--- src/rtl/med_pkg.sv ---
// Shared constants and FSM encoding for the RAM1 medicine reminder scheduler.
package med_pkg;

   localparam int N_ENTRIES = 16;
   localparam int ID_W      = 4;
   localparam int FREQ_W    = 4;

   localparam int FREQ_MSB = 7;
   localparam int FREQ_LSB = 4;
   localparam int ID_MSB   = 3;
   localparam int ID_LSB   = 0;

   typedef enum logic [1:0] {
      IDLE,
      ISSUE,
      WAIT,
      EVAL
   } state_t;

endpackage

--- src/rtl/med_reminder_scheduler_if.sv ---
// Tick/ack inputs, RAM1 read port and alarm outputs of the reminder scheduler.
interface med_reminder_scheduler_if;
   import med_pkg::*;

   logic              Tick;
   logic [7:0]        Read_Data;
   logic              Ack;
   logic              Read_Enable;
   logic [ID_W-1:0]   Read_Address;
   logic              Busy;
   logic              Alarm;
   logic [ID_W-1:0]   Alarm_MedID;
   logic              Overrun;

   modport slave (
      input  Tick,
      input  Read_Data,
      input  Ack,
      output Read_Enable,
      output Read_Address,
      output Busy,
      output Alarm,
      output Alarm_MedID,
      output Overrun
   );

   modport master (
      output Tick,
      output Read_Data,
      output Ack,
      input  Read_Enable,
      input  Read_Address,
      input  Busy,
      input  Alarm,
      input  Alarm_MedID,
      input  Overrun
   );

endinterface

--- src/rtl/med_prio_enc16.sv ---
// 16-bit lowest-set-bit priority encoder with an any-set flag.
module med_prio_enc16
   import med_pkg::*;
(
   input  logic [N_ENTRIES-1:0] i_vec,
   output logic                 o_any,
   output logic [ID_W-1:0]      o_idx
);

   always_comb begin
      o_any = |i_vec;
      o_idx = '0;
      for (int i = N_ENTRIES - 1; i >= 0; i--) begin
         if (i_vec[i]) o_idx = ID_W'(i);
      end
   end

endmodule

--- src/rtl/med_reminder_scheduler.sv ---
// Sweeps RAM1 on every tick, ages each medicine and raises reminders.
module med_reminder_scheduler
   import med_pkg::*;
(
   input  logic                     Clk,
   input  logic                     Rst,
   med_reminder_scheduler_if.slave  bus
);

   localparam logic [FREQ_W:0] E_ONE = 1;

   state_t                r_state;
   state_t                w_next;
   logic                  w_start;
   logic [ID_W-1:0]       r_idx;
   logic                  r_tick_q;
   logic                  r_overrun;
   logic [N_ENTRIES-1:0]  r_pending;
   logic [FREQ_W-1:0]     r_elapsed [N_ENTRIES];
   logic                  r_alarm;
   logic [ID_W-1:0]       r_alarm_id;

   logic                  w_any;
   logic [ID_W-1:0]       w_enc_id;
   logic [FREQ_W-1:0]     w_freq;
   logic [ID_W-1:0]       w_id;
   logic                  w_valid;
   logic [FREQ_W:0]       w_e;
   logic                  w_hit;
   logic [N_ENTRIES-1:0]  w_set;
   logic [N_ENTRIES-1:0]  w_clr;

   always_ff @(posedge Clk) begin
      if (!Rst) r_state <= IDLE;
      else      r_state <= w_next;
   end

   always_comb begin
      w_next  = r_state;
      w_start = 1'b0;
      unique case (r_state)
         IDLE: begin
            if (bus.Tick || r_tick_q) begin
               w_next  = ISSUE;
               w_start = 1'b1;
            end
         end
         ISSUE:   w_next = WAIT;
         WAIT:    w_next = EVAL;
         EVAL:    w_next = (r_idx == ID_W'(N_ENTRIES - 1)) ? IDLE : ISSUE;
         default: w_next = IDLE;
      endcase
   end

   always_comb begin
      w_freq  = bus.Read_Data[FREQ_MSB:FREQ_LSB];
      w_id    = bus.Read_Data[ID_MSB:ID_LSB];
      w_valid = (w_freq != '0) && (w_id == r_idx);
      w_e     = {1'b0, r_elapsed[r_idx]} + E_ONE;
      w_hit   = w_valid && (w_e >= {1'b0, w_freq});
      w_set   = '0;
      w_clr   = '0;
      if (r_state == EVAL && w_hit) w_set[r_idx] = 1'b1;
      if (bus.Ack && r_alarm)      w_clr[r_alarm_id] = 1'b1;
   end

   // A set from EVAL overrides an ack clear of the same bit.
   always_ff @(posedge Clk) begin
      if (!Rst) begin
         r_idx      <= '0;
         r_tick_q   <= 1'b0;
         r_overrun  <= 1'b0;
         r_pending  <= '0;
         r_alarm    <= 1'b0;
         r_alarm_id <= '0;
         for (int i = 0; i < N_ENTRIES; i++) r_elapsed[i] <= '0;
      end else begin
         r_pending  <= (r_pending & ~w_clr) | w_set;
         r_alarm    <= w_any;
         r_alarm_id <= w_enc_id;
         if (w_start) begin
            r_idx    <= '0;
            r_tick_q <= r_tick_q & bus.Tick;
         end else if (r_state != IDLE && bus.Tick) begin
            if (r_tick_q) r_overrun <= 1'b1;
            else          r_tick_q  <= 1'b1;
         end
         if (r_state == EVAL) begin
            if (!w_valid || w_hit) r_elapsed[r_idx] <= '0;
            else                   r_elapsed[r_idx] <= w_e[FREQ_W-1:0];
            r_idx <= r_idx + ID_W'(1);
         end
      end
   end

   med_prio_enc16 u_enc (
      .i_vec (r_pending),
      .o_any (w_any),
      .o_idx (w_enc_id)
   );

   assign bus.Read_Enable  = (r_state != IDLE);
   assign bus.Busy         = (r_state != IDLE);
   assign bus.Read_Address = r_idx;
   assign bus.Alarm        = r_alarm;
   assign bus.Alarm_MedID  = r_alarm_id;
   assign bus.Overrun      = r_overrun;

endmodule

--- src/flat_wrapper.sv ---
// flat-port wrapper written by rule: the top's interface ports become plain ports
module med_reminder_scheduler_flat import med_pkg::*;
  (Clk, Rst, bus_Tick, bus_Read_Data, bus_Ack, bus_Read_Enable, bus_Read_Address, bus_Busy, bus_Alarm, bus_Alarm_MedID, bus_Overrun);
  med_reminder_scheduler_if bus_i ();
  input  logic Clk;
  input  logic Rst;
  input wire logic [$bits(bus_i.Tick)-1:0] bus_Tick;
  input wire logic [$bits(bus_i.Read_Data)-1:0] bus_Read_Data;
  input wire logic [$bits(bus_i.Ack)-1:0] bus_Ack;
  output wire logic [$bits(bus_i.Read_Enable)-1:0] bus_Read_Enable;
  output wire logic [$bits(bus_i.Read_Address)-1:0] bus_Read_Address;
  output wire logic [$bits(bus_i.Busy)-1:0] bus_Busy;
  output wire logic [$bits(bus_i.Alarm)-1:0] bus_Alarm;
  output wire logic [$bits(bus_i.Alarm_MedID)-1:0] bus_Alarm_MedID;
  output wire logic [$bits(bus_i.Overrun)-1:0] bus_Overrun;
  assign bus_i.Tick = bus_Tick;
  assign bus_i.Read_Data = bus_Read_Data;
  assign bus_i.Ack = bus_Ack;
  assign bus_Read_Enable = bus_i.Read_Enable;
  assign bus_Read_Address = bus_i.Read_Address;
  assign bus_Busy = bus_i.Busy;
  assign bus_Alarm = bus_i.Alarm;
  assign bus_Alarm_MedID = bus_i.Alarm_MedID;
  assign bus_Overrun = bus_i.Overrun;
  med_reminder_scheduler u_core (.Clk(Clk), .Rst(Rst), .bus(bus_i));
endmodule
--- config.mk ---
export PLATFORM = sky130hd
export DESIGN_NAME = med_reminder_scheduler_flat
export DESIGN_NICKNAME = d
export VERILOG_FILES = /design/src/rtl/med_pkg.sv /design/src/rtl/med_reminder_scheduler_if.sv /design/src/rtl/med_prio_enc16.sv /design/src/rtl/med_reminder_scheduler.sv /design/src/flat_wrapper.sv
export SDC_FILE = /design/constraint.sdc
export NUM_CORES = 1
export LEC_CHECK = 0
export ABC_AREA = 1
export BUFFER_PORTS_ARGS = -buffer_cell sky130_fd_sc_hd__clkbuf_2
export CAP_MARGIN = 20
export CORE_ASPECT_RATIO = 0.75
export CORE_MARGIN = 1
export CORE_UTILIZATION = 41
export CTS_CLUSTER_SIZE = 14
export DETAILED_ROUTE_END_ITERATION = 8
export HOLD_SLACK_MARGIN = 0.15
export PLACE_DENSITY = 0.59
export SLEW_MARGIN = 5
export SYNTH_ARGS = -nofsm -noshare
export SYNTH_HDL_FRONTEND = slang
export SYNTH_HIERARCHICAL = 1
export SYNTH_SLANG_ARGS = --single-unit
--- constraint.sdc ---
create_clock -name Clk -period 7.55 [get_ports Clk]
set_clock_uncertainty 0.2 [all_clocks]
set_input_delay 1.8875 -clock Clk [delete_from_list [all_inputs] [get_ports Clk]]
set_output_delay 1.8875 -clock Clk [all_outputs]
set_load 0.02 [all_outputs]
Word-level counts from Yosys, hierarchy flattened
Memories as Yosys holds them, arrays and structs flattened. A register that Yosys moved wholly into a read port is not among the register bits.
Cells that the tools add are included.
{ "totals": {"ff_bits": 29, "latchBits": 0, "mem_bits_rw": 64, "mem_bits_ro": 0, "in_bits": 12, "output_inout_bits": 12, "n_memories": 1} }
{ "memory_table": {"columns": ["memory", "words", "width", "read_ports", "rd_ports_with_merged_regs", "write_ports", "line_no", "text"], "rows": [
  ["u_core.r_elapsed", 16, 4, 1, 1, 16, "med_reminder_scheduler.sv:19", "logic [FREQ_W-1:0] r_elapsed [N_ENTRIES];"]
]} }
{ "classes": {"addsub": 2, "mul": 0, "div": 0, "order_cmp": 5, "eq_ne": 6, "shifts": 0, "n_mux": 45, "bitwise": 7, "n_reduce_logical": 22} }
{ "op_table": {"columns": ["cell", "count"], "rows": [
  ["4-bit two-way mux", 15],
  ["16-bit two-way mux", 2],
  ["1-bit two-way mux", 18],
  ["16-bit bitwise AND", 1],
  ["16-bit inverter", 1],
  ["16-bit bitwise OR", 1],
  ["16-bit OR reduction", 1],
  ["3-bit two-way mux", 4],
  ["4-bit by 5-bit < comparator with 1-bit output, second input constant", 2],
  ["9-bit OR reduction", 1],
  ["1-bit demux with 4-bit select", 2],
  ["4-bit by 1-bit greater-or-equal comparator with 1-bit output, second input constant", 2],
  ["2-bit case mux with 4 select lines", 1],
  ["1-bit logical AND", 7],
  ["2-bit two-way mux", 3],
  ["2-bit nonzero test", 3],
  ["4-bit by 1-bit adder with 5-bit output, second input constant", 1],
  ["5-bit by 4-bit greater-or-equal comparator with 1-bit output", 1],
  ["5-bit OR reduction", 1],
  ["4-bit by 1-bit adder with 4-bit output, second input constant", 1],
  ["2-bit equality test, second input constant", 2],
  ["4-bit equality test", 1],
  ["4-bit equality test, second input constant", 1],
  ["4-bit nonzero test", 1],
  ["other kinds (12)", 14]
]} }

Logic depth before layout (Yosys ltp)
Gate-level depths: netlist of the first run.
{ "depth": {"word_depth": 15, "ltp_mapped": 23, "depth_no_buf": 19} }

Hierarchy
The synthesis of the first run kept the hierarchy.
{ "modules_own_cells": {"columns": ["module", "instances", "cells_each", "area_per_inst_um2", "seq_area_each_um2"], "rows": [
  ["med_reminder_scheduler", 1, 561, 4800.9, 2582.5],
  ["med_prio_enc16", 1, 49, 209.0, 0.0]
]} }

Least setup slack after synthesis of the first run
OpenSTA, ideal clock, no wires.
{ "synth_path": {"kind": "in2reg", "startpoint": "input port bus_Read_Data[5]", "endpoint": "memory u_core.r_elapsed[14][3] (data pin)", "setup_ns": 0.139, "arrival_ns": 3.289, "path_slack_ns": 3.922, "cell_stages": 11, "path_cell_list": "inv_1 -> ha_1 -> a21boi_0 -> o21ai_0 -> nand2_1 -> a21oi_1 -> nand3b_4 -> inv_4 -> nand2_4 -> buf_6 -> nor2_1"} }
{ "synth_lines": {"columns": ["element", "line_no", "text"], "rows": [
  ["start: declaration", "flat_wrapper.sv:8", "input wire logic [$bits(bus_i.Read_Data)-1:0] bus_Read_Data;"],
  ["end: declaration", "med_reminder_scheduler.sv:19", null]
]} }

==> results of run 1 <==
[cell type report]
type	instances	area, µm²	area share
clock buffers	15	277.8	0.05094
inverters	77	296.5	0.05438
multi-input cells	411	1971	0.3614
flip-flops and latches	97	2582	0.4736
well taps	162	202.7	0.03717
repair buffers	24	122.6	0.02249
[power by group]
group / internal (mW) / total, mW / switching, mW / leakage (nW)
logic: 0.0629 / 0.211 / 0.148 / 1.14
registers: 0.586 / 0.606 / 0.0199 / 0.920
clock network: 0.249 / 0.431 / 0.182 / 0.136
total: 0.899 / 1.25 / 0.350 / 2.19
[cells by family after synthesis]
family                     Yosys count
AOI/OAI and AO/OA                   66
xor gates and xnor gates             5
adders and majority gates           12
buffers and inverters              102
DFF                                 97
and+or+nand+nor                    328
[cells in the mapped netlist]
master | instances | area [µm²]
or2_2 | 1 | 6.260
nand4_1 | 3 | 18.77
inv_2 | 6 | 22.52
nand3b_4 | 1 | 20.02
buf_4 | 3 | 22.52
edfxtp_1 | 64 | 1922
nand2_2 | 3 | 18.77
inv_1 | 68 | 255.2
xor2_2 | 1 | 16.27
nor4_1 | 1 | 6.260
clkinv_1 | 1 | 3.750
clkbuf_1 | 8 | 30.03
a21oi_1 | 25 | 125.1
dfxtp_1 | 33 | 660.6
nand3b_1 | 1 | 7.510
a32o_1 | 1 | 10.01
xnor2_1 | 2 | 17.52
xor2_1 | 2 | 17.52
nor2_1 | 100 | 375.4
nand2_1 | 128 | 480.5
o21ai_0 | 31 | 155.2
a2111oi_0 | 1 | 8.760
a21boi_0 | 1 | 7.510
nor2_2 | 3 | 18.77
nand3_2 | 1 | 10.01
inv_6 | 1 | 8.760
buf_2 | 8 | 40.04
nand2_4 | 3 | 33.78
nor3_1 | 22 | 110.1
a31oi_1 | 1 | 6.260
buf_6 | 6 | 67.56
or2_1 | 1 | 6.260
nand3_1 | 60 | 300.3
inv_4 | 1 | 6.260
o211ai_1 | 4 | 30.03
ha_1 | 12 | 150.1
o21ai_1 | 1 | 5.000
a21oi_2 | 1 | 8.760
[metrics by stage]
stage / worst slack (ps) / util / total power, mW
floorplan: 3922 / - / 0.7864
global placement: 2854 / 0.4408 / 0.8206
detailed placement: 2677 / 0.4408 / 0.8273
CTS: 2641 / 0.4644 / 1.262
global route: 2022 / 0.4644 / 1.314
finish: 2599 / 0.4644 / 1.249
[sequential cells by signal, indices dropped and copies added (netlist names), named ones only]
signal                   flops
u_core/r_elapsed            64
u_core/r_pending            16
u_core/bus.Alarm_MedID       4
u_core/bus.Read_Address      4
u_core/r_state               2
u_core/bus.Alarm             1
u_core/bus.Overrun           1
u_core/r_tick_q              1
[worst max-delay path, stage by stage (launching register included)]
cell and delay [ps]:
dfxtp_1 950, buf_4 330, inv_6 110, o21ai_0 170, nand3_1 140, nand3_1 110, nand2_1 170, ha_1 260
inv_1 100, xor2_2 630, inv_1 110, ha_1 290, o21ai_0 80, nand2_1 70, a21oi_1 290, nand3b_4 270
inv_4 170, nand2_4 180, nor2_1 140
[final timing paths]
check	endpoint	slack, ps	cells past startpoint
setup reg to reg	u_core/r_elapsed[0][3]	2600	18
hold / removal	u_core/bus.Overrun	280	2
setup / recovery	u_core/r_elapsed[0][3]	2600	18
hold reg to reg	u_core/bus.Overrun	280	2
[metal layers]
metal / routed length [µm] / up-vias
li1: - / 2015
met1: 6371 / 1871
met2: 4664 / 119
met3: 744 / 14
met4: 163 / 0
met5: 0 / -
==> results by group, run 1 <==
Run status
  • Status: complete, no violations

Final layout
  • Non-filler cells, final: 786
  • Filler cells: 1,178
  • Layout cells sized above 1: 0.09295
  • Final non-filler cell area: 0.005453 mm²
  • P&R area growth vs syn: 8.841%
  • Most frequent cells in the layout: 128 x nand2_1, 100 x nor2_1, 68 x inv_1, 64 x edfxtp_1, 60 x nand3_1
  • Most common cell after layout, fill and taps aside: nand2_1
  • Ant diodes: 0
  • Fin nets: 644

Clocking
  • Hold-fix buffers, CTS: 0
  • Clock transition at path regs: 60 ps
  • Clock Latency Late Sink: 340 ps
  • TritonCTS clock tree: yes
  • CTS Buf Count: 9
  • Clock Tree Buf Depth: 2
  • Clk root buf: clkbuf_16
  • Post-CTS Setup Repair Bufs: 0
  • # resized after CTS: 0
  • H-Tree Depth: 3
  • CTS sink count: 97

GRT
  • First-pass GRT wire length: 19.56 mm
  • Met2 usage: 0.2690
  • Routing usage on met3: 0.04822
  • Antenna violations before repair: 0
  • Met1 Track Usage GR: 0.3236
  • GRT overflow: 0
  • Largest net degree at the start of global routing: 29
  • Vias in the first global route: 3,728
  • Tot GR Track Use: 0.2052
  • GRT busiest layer: met1

Detailed routing
  • Vias/cell: 5.113
  • Vias: 4,019
  • Iter 0 DRT Violations: 351
  • Routed wire length: 11.94 mm
  • Drc violations: 0
  • ANT nets after route: 0
  • Drt pass-1 iters: 8
  • WL/cell: 15.19 µm

Job
  • MaxCap Viol Count: 0

Yosys
  • Seq/Total Area, Yosys: 0.5155
  • Synth Area in Simple Gates: 0.2820
  • Synth Area in Adders: 0.02997
  • Yosys cell types: 38
  • Total of warnings raised by yosys: 6
  • Cells after Synth: 610
  • Post-Syn Area per Cell: 8.213 µm²
  • Post-Syn Area: 0.005010 mm²
  • Synth Register Bits: 97
  • Syn_nets: 634
  • Largest family of logic cells by synthesized area: simple AND/OR/NAND/NOR gates
  • Multiplexer area fraction after synthesis: 0
  • XOR/XNOR Fraction of Synth Area: 0.01024
  • Post-synthesis compound-gate area fraction: 0.07118

Placement
  • Placed cell count: 771
  • Port bufs: 23
  • Gpl congestion: 0.8472
  • Final HPWL from detailed placement: 8.570 mm
  • Placed Area: 0.005175 mm²

STA
  • Hold WS: 280.1 ps
  • Crit share post-route: 0.6558
  • Fmax: 202.0 MHz
  • Worst relative slew slack: 0.3592
  • Final setup viols: 0
  • Final setup TNS: 0 ps
  • RSZ-0062 raised after global routing: false
  • Final count of pins violating max slew: 0
  • Slew @ Worst Pin: 959.8 ps
  • Fin. Hold Viols: 0
  • Final min period: 4951 ps

Die
  • Io pins: 24
  • Die Wd: 129.6 µm
  • Row cnt: 34
  • Starting density of the core: 0.4267
  • Die Area: 0.01267 mm²
  • Die H: 97.73 µm
  • Core box area: 0.01174 mm²

Setup path
  • Kind of critical path: register to register
  • WP data arrival: 4940 ps
  • CP required: 7540 ps
  • Crit. End Element: register
  • Critical Path Source Type: register
  • CP max FO: 28

Power and ir drop
  • Peak VDD IR: 0.0001692 V
  • Cell Pwr Density: 229.0 mW/mm²
  • Leak: 2.194 nW

Worst hold path
  • Hold path startpoint: u_core/bus.Overrun
  • Type of the worst min-delay path: register to register
Note: power is estimated with default switching activity, not from simulation.
==> inputs of run 2 (changes only) <==
--- a/config.mk
+++ b/config.mk
@@ -14,7 +14,7 @@
 export CTS_CLUSTER_SIZE = 14
 export DETAILED_ROUTE_END_ITERATION = 8
 export HOLD_SLACK_MARGIN = 0.15
-export PLACE_DENSITY = 0.59
+export PLACE_DENSITY = 0.61
 export SLEW_MARGIN = 5
 export SYNTH_ARGS = -nofsm -noshare
 export SYNTH_HDL_FRONTEND = slang
==> constraint.sdc (replaced) <==
create_clock -name Clk -period 4 [get_ports Clk]
set_clock_uncertainty 0.2 [all_clocks]
set_input_delay 1 -clock Clk [delete_from_list [all_inputs] [get_ports Clk]]
set_output_delay 1 -clock Clk [all_outputs]
set_load 0.02 [all_outputs]
==> run 2 against run 1 <==
Effect of this change: combinational power up 110%; worst setup slack worse by 2300 ps; critical path depth decreased by 1; first-iteration DRC count up 4.0%; critical endpoint is now u_core/r_elapsed[14][1]; total power rose by 100%; cell area is 2.5% higher; register-to-register slack got worse by 2300 ps; sequential cell count is the same.
==> results by group, run 2 (synthesized netlist as in run 1, its figures left out) <==
Run status
  • Status: complete, no violations

Detailed routing
  • WL/cell: 15.43 µm (+1.6%)
  • Iter 0 DRT Violations: 365 (+4.0%)
  • Drt pass-1 iters: 5 (-3)
  • Drc violations: 0 (unchanged)
  • ANT nets after route: 0 (unchanged)
  • Vias: 4,075 (+1.4%)
  • Vias/cell: 5.119 (+0.12%)
  • Routed wire length: 12.28 mm (+2.8%)

Setup path
  • Crit. End Element: register
  • CP Buf/Inv Count: 4 (-1)
  • Crit path cell chain: inv_6, o21ai_0, nand3_1, nand3_1, nand2_1, ha_1, inv_1, xor2_2, inv_1, ha_1, o21ai_0, nand2_1, a21oi_1, nand3b_4, inv_4, nand2_4, nor2_1
  • Critical Path Source Type: register
  • WP data arrival: 3730 ps (-1210 ps)
  • CP top delay family: simple AND/OR/NAND/NOR gates
  • Critical Path Stages: 17 (-1)
  • FF-to-FF path depth: 17 (-1)
  • CP max FO: 28 (unchanged)
  • Max stage delay cell, worst path: dfxtp_1
  • Max stage delay on crit path: 520 ps (-430 ps)
  • Kind of critical path: register to register
  • CP required: 3990 ps (-3550 ps)

Worst hold path
  • Hold Path Depth: 2 (unchanged)
  • Type of the worst min-delay path: register to register
  • Hold path startpoint: u_core/bus.Overrun

Final layout
  • Most frequent cells in the layout: 128 x nand2_1, 100 x nor2_1, 68 x inv_1, 64 x edfxtp_1, 60 x nand3_1
  • Layout cells sized above 1: 0.1088 (+0.01588)
  • Largest registers: u_core/r_elapsed x64, u_core/r_pending x16
  • Most common cell after layout, fill and taps aside: nand2_1
  • Most flops, register: u_core/r_elapsed
  • Fin nets: 653 (+1.4%)
  • Max reg flops: 64 (unchanged)
  • P&R area growth vs syn: 11.59%
  • Ant diodes: 0 (unchanged)

Clocking
  • Clock Latency Late Sink: 340 ps (about the same)
  • CTS Buf Count: 9 (unchanged)
  • Clk root buf: clkbuf_16
  • CTS sink count: 97 (unchanged)
  • Hold-fix buffers, CTS: 0 (unchanged)
  • TritonCTS clock tree: yes
  • Clock Tree Buf Depth: 2 (unchanged)
  • Post-CTS Setup Repair Bufs: 0 (unchanged)
  • Clock transition at path regs: 70 ps (about the same)
  • # resized after CTS: 0 (unchanged)
  • H-Tree Depth: 3 (unchanged)

GRT
  • Largest net degree at the start of global routing: 33 (+14%)
  • Tot GR Track Use: 0.2101 (+0.004947)
  • First-pass GRT wire length: 20.03 mm (+2.4%)
  • GRT overflow: 0 (unchanged)
  • Antenna violations before repair: 0 (unchanged)
  • Vias in the first global route: 3,812 (+2.3%)

STA
  • Final setup TNS: 0 ps (unchanged)
  • Fin. Hold Viols: 0 (unchanged)
  • Final min period: 3735 ps (-1216 ps)
  • Fmax: 267.7 MHz (+33%)
  • Final setup viols: 0 (unchanged)
  • Slew @ Worst Pin: 573.4 ps (-386.5 ps)
  • RSZ-0062 raised after global routing: false
  • Crit share post-route: 0.9338 (+0.2780)
  • Final setup slack of the worst path: 264.7 ps (-2334 ps)
  • Final count of pins violating max slew: 0 (unchanged)
  • Hold WS: 273.4 ps (-6.649 ps)
  • Worst relative slew slack: 0.6079 (+0.2487)

Placement
  • Port bufs: 23 (unchanged)
  • Gpl congestion: 0.8510 (+0.45%)
  • Final HPWL from detailed placement: 8.974 mm (+4.7%)
  • Post-Place Setup Slack: 333.6 ps (-2344 ps)

Power and ir drop
  • Leak: 2.265 nW (+3.3%)
  • Switching Fraction: 0.2754 (-0.005168)
  • P_int: 1.845 mW (+110%)
  • Clk pwr share: 0.384 (+0.039)
  • Peak VDD IR: 0.0003671 V (+120%)
  • Comb pwr share: 0.170 (about the same)
  • Cell Pwr Density: 455.5 mW/mm² (+99%)
  • Reg power frac: 0.445 (-0.040)
  • Switch Pwr: 0.7012 mW (+100%)

Job
  • MaxCap Viol Count: 0 (unchanged)

Die
  • Die Wd: 129.6 µm (unchanged)
  • Die H: 97.73 µm (unchanged)
  • Row cnt: 34 (unchanged)
  • Die Area: 0.01267 mm² (unchanged)
  • Core box area: 0.01174 mm² (unchanged)
  • Starting density of the core: 0.4267 (unchanged)
  • Io pins: 24 (unchanged)
-- run 2: changes by cell type in the layout (fill, tap and decap cells not counted), sizes merged --
cell and delta:
bufinv +3, clkbuf -5, clkinvlp +1, buf +9
clkinv +2
-- run 2: power groups by stage --
stage / Clock, mW / Combinational, mW / Sequential (mW)
detailed placement: 0 / 0.430 / 1.16
global route: 1.03 / 0.485 / 1.14
finish: 0.978 / 0.434 / 1.13
CTS: 0.993 / 0.432 / 1.13
floorplan: 0 / 0.336 / 1.15
global placement: 0 / 0.418 / 1.15
-- run 2: layout make-up --
class / instances / area (µm²)
Multi-Input combinational cell: 411 / 1971
Fill cell: 1182 / 6151
Sequential cell: 97 / 2582
Timing Repair Buffer: 33 / 202.7
Clock buffer: 10 / 229.0
Clock inverter: 6 / 106.4
Tap cell: 162 / 202.7
Inverter: 77 / 296.5
-- run 2: worst paths after layout --
kind	slack (ps)	end
setup / recovery	260	u_core/r_elapsed[14][1]
hold / removal	270	u_core/bus.Overrun
setup reg to reg	260	u_core/r_elapsed[14][1]
hold reg to reg	270	u_core/bus.Overrun
-- run 2: through the flow --
stage          instance area [µm²]  cells  utilization  total power [mW]
2_1_floorplan                 5010    610            -             1.485
3_3_place_gp                  5255    780       0.4476             1.573
3_5_place_dp                  5255    780       0.4476             1.587
4_1_cts                       5590    796       0.4761             2.560
5_1_grt                       5590    796       0.4761             2.655
6_report                      5590    796       0.4761             2.546
-- run 2: worst register-to-register path: stages (launching register included) --
cell      delay, ps
dfxtp_1         520
inv_6           160
o21ai_0         330
nand3_1         120
nand3_1          90
nand2_1         180
ha_1            280
inv_1           110
xor2_2          160
inv_1            70
ha_1            270
o21ai_0          70
nand2_1          70
a21oi_1         310
nand3b_4        200
inv_4           140
nand2_4         150
nor2_1          160
-- run 2: metal layers --
metal	track usage	vias to the layer above	wire length, µm
li1	-	2023	-
met2	0.3003	125	5029
met4	0.04293	0	81
met3	0.04767	8	732
met5	0	-	0
met1	0.3226	1919	6439
==> inputs of run 3 (changes only) <==
--- a/config.mk
+++ b/config.mk
@@ -9,12 +9,11 @@
 export BUFFER_PORTS_ARGS = -buffer_cell sky130_fd_sc_hd__clkbuf_2
 export CAP_MARGIN = 20
 export CORE_ASPECT_RATIO = 0.75
-export CORE_MARGIN = 1
-export CORE_UTILIZATION = 41
+export CORE_UTILIZATION = 40
 export CTS_CLUSTER_SIZE = 14
 export DETAILED_ROUTE_END_ITERATION = 8
 export HOLD_SLACK_MARGIN = 0.15
-export PLACE_DENSITY = 0.61
+export PLACE_DENSITY_LB_ADDON = 0.15
 export SLEW_MARGIN = 5
 export SYNTH_ARGS = -nofsm -noshare
 export SYNTH_HDL_FRONTEND = slang
==> run 3 against run 2 <==
Effect of this change: sequential share of layout area is 0.15 points higher; sequential cell count stayed put; combinational power is 3% lower; critical path depth is 1 lower; register-to-register slack better by 150 ps; cell area is 0.27% lower; cell count is 0.50% higher; clock power is 5.0% lower; largest cell class unchanged.
==> results by group, run 3 (synthesized netlist as in run 1, its figures left out) <==
Run status
  • Status: complete, no violations

Clocking
  • Clk root buf: clkbuf_16
  • CTS Buf Count: 9 (unchanged)
  • CTS sink count: 97 (unchanged)
  • H-Tree Depth: 3 (unchanged)
  • Clock Latency Late Sink: 350 ps (about the same)
  • TritonCTS clock tree: yes
  • Clock Tree Buf Depth: 2 (unchanged)
  • Hold-fix buffers, CTS: 0 (unchanged)
  • Clock transition at path regs: 70 ps (about the same)

Die
  • Io pins: 24 (unchanged)
  • Core box area: 0.01226 mm² (+4.4%)
  • Starting density of the core: 0.4086 (-0.01811)
  • Die Wd: 131.2 µm (+1.2%)
  • Die Area: 0.01298 mm² (+2.5%)
  • Die H: 98.92 µm (+1.2%)
  • Row cnt: 35 (+2.9%)

Setup path
  • WP data arrival: 3580 ps (-150 ps)
  • Critical Path Source Type: register
  • FF-to-FF path depth: 16 (-1)
  • CP required: 4000 ps (about the same)
  • CP max FO: 18 (-36%)
  • Crit. End Element: register
  • Kind of critical path: register to register

Detailed routing
  • Drc violations: 0 (unchanged)
  • Vias: 4,078 (+0.074%)
  • WL/cell: 15.73 µm (+1.9%)
  • ANT nets after route: 0 (unchanged)
  • Drt pass-1 iters: 5 (unchanged)
  • Routed wire length: 12.58 mm (+2.4%)
  • Vias/cell: 5.098 (-0.43%)
  • Iter 0 DRT Violations: 394 (+7.9%)

GRT
  • Tot GR Track Use: 0.2034 (-0.006702)
  • Largest net degree at the start of global routing: 29 (-12%)
  • Antenna violations before repair: 0 (unchanged)
  • First-pass GRT wire length: 19.95 mm (-0.38%)
  • GRT overflow: 0 (unchanged)
  • Vias in the first global route: 3,719 (-2.4%)

Final layout
  • Fin nets: 653 (unchanged)
  • Multi-input gate area: 0.001971 mm² (unchanged)
  • Layout cells sized above 1: 0.1120 (+0.003155)
  • P&R area growth vs syn: 11.29%
  • Most frequent cells in the layout: 128 x nand2_1, 100 x nor2_1, 68 x inv_1, 64 x edfxtp_1, 60 x nand3_1
  • Ant diodes: 0 (unchanged)
  • Largest registers: u_core/r_elapsed x64, u_core/r_pending x16
  • Register Area: 0.002584 mm² (about the same)
  • Most flops, register: u_core/r_elapsed
  • Most common cell after layout, fill and taps aside: nand2_1
  • Filler cells: 1,211 (+2.5%)
  • Max reg flops: 64 (unchanged)
  • Non-filler cells, final: 800 (+0.50%)
  • Final non-filler cell area: 0.005575 mm² (-0.27%)

STA
  • Hold WS: 275.5 ps (+2.094 ps)
  • Final count of pins violating max slew: 0 (unchanged)
  • Worst relative slew slack: 0.5894 (-0.01848)
  • Final setup TNS: 0 ps (unchanged)
  • Fmax: 279.3 MHz (+4.3%)
  • Final min period: 3581 ps (-154.7 ps)
  • RSZ-0062 raised after global routing: false
  • Crit share post-route: 0.8952 (-0.03867)
  • Slew @ Worst Pin: 600.4 ps (+27.02 ps)
  • Final setup viols: 0 (unchanged)
  • Fin. Hold Viols: 0 (unchanged)

Power and ir drop
  • Total power: 2.485 mW (-2.4%)
  • Cell Pwr Density: 445.6 mW/mm² (-2.2%)
  • Leak: 2.264 nW (about the same)
  • Peak VDD IR: 0.0002223 V (-39%)

Worst hold path
  • Hold Path Depth: 2 (unchanged)
  • Type of the worst min-delay path: register to register

Placement
  • Gpl congestion: 0.8437 (-0.86%)
  • Placed Area: 0.005248 mm² (-0.14%)
  • Final HPWL from detailed placement: 9.117 mm (+1.6%)
  • Placed cell count: 784 (+0.51%)
  • Port bufs: 23 (unchanged)

Job
  • MaxCap Viol Count: 0 (unchanged)
-- run 3: changes by cell type in the layout (fill, tap and decap cells not counted) --
cell,delta
buf_12,-1
buf_4,+1
bufinv_16,-2
clkbuf_16,+1
clkbuf_8,+2
clkinv_1,-1
clkinv_2,-1
clkinv_4,+1
clkinvlp_4,-1
dfxtp_1,-1
dfxtp_2,+1
inv_4,+1
-- run 3: final cells by class --
class / count / share of cell area
multi-input combinational: 411 / 0.3535
clock buffer: 13 / 0.05049
clock inverter: 3 / 0.008079
inverter: 77 / 0.05319
tap: 166 / 0.03725
sequential: 97 / 0.4634
timing repair buffer: 33 / 0.03411
-- run 3: where the power goes --
part	switching [mW]	leakage [nW]	internal, mW	total, mW
Clock	0.370	0.162	0.559	0.929
Sequential	0.0300	0.921	1.11	1.14
Combinational	0.293	1.18	0.126	0.419
-- run 3: worst paths after layout --
| check | slack [ps] | start | to |
|---|---|---|---|
| setup / recovery | 420 | register | u_core/r_elapsed[15][1] |
| hold / removal | 280 | u_core/bus.Overrun | u_core/bus.Overrun |
| setup reg to reg | 420 | register | u_core/r_elapsed[15][1] |
| hold reg to reg | 280 | u_core/bus.Overrun | u_core/bus.Overrun |
-- run 3: through the flow --
step	utilization	setup slack, ps
finish	0.4547	419.4
global route	0.4547	90.17
CTS	0.4546	243.3
detailed placement	0.4280	269.9
global placement	0.4280	366.4
floorplan	-	566.8
-- run 3: critical path: stages, from the launching register on --
cell and delay [ps]:
dfxtp_2 470, buf_4 290, nand2_1 80, o211ai_1 110
nand3_1 120, nand3_1 80, nand2_1 140, ha_1 370
ha_1 280, a21boi_0 120, o21ai_0 170, nand2_1 70
a21oi_1 300, nand3b_4 180, inv_4 130, nand2_4 160
nor2_1 140
-- run 3: per-layer routing --
metal | wire length [µm] | part of all wire | GRT usage | up-vias
met1 | 6600 | 0.52 | 0.3117 | 1906
li1 | - | - | - | 2022
met4 | 146 | 0.012 | 0.05973 | 0
met2 | 4961 | 0.39 | 0.2848 | 137
met3 | 870 | 0.069 | 0.04064 | 13
met5 | 0 | 0 | 0 | -
-- run 3: repair_timing --
item                       4_1_cts  5_1_grt
buffers inserted                 0        0
setup endpoints to repair        0       57
gates resized for setup          0        1
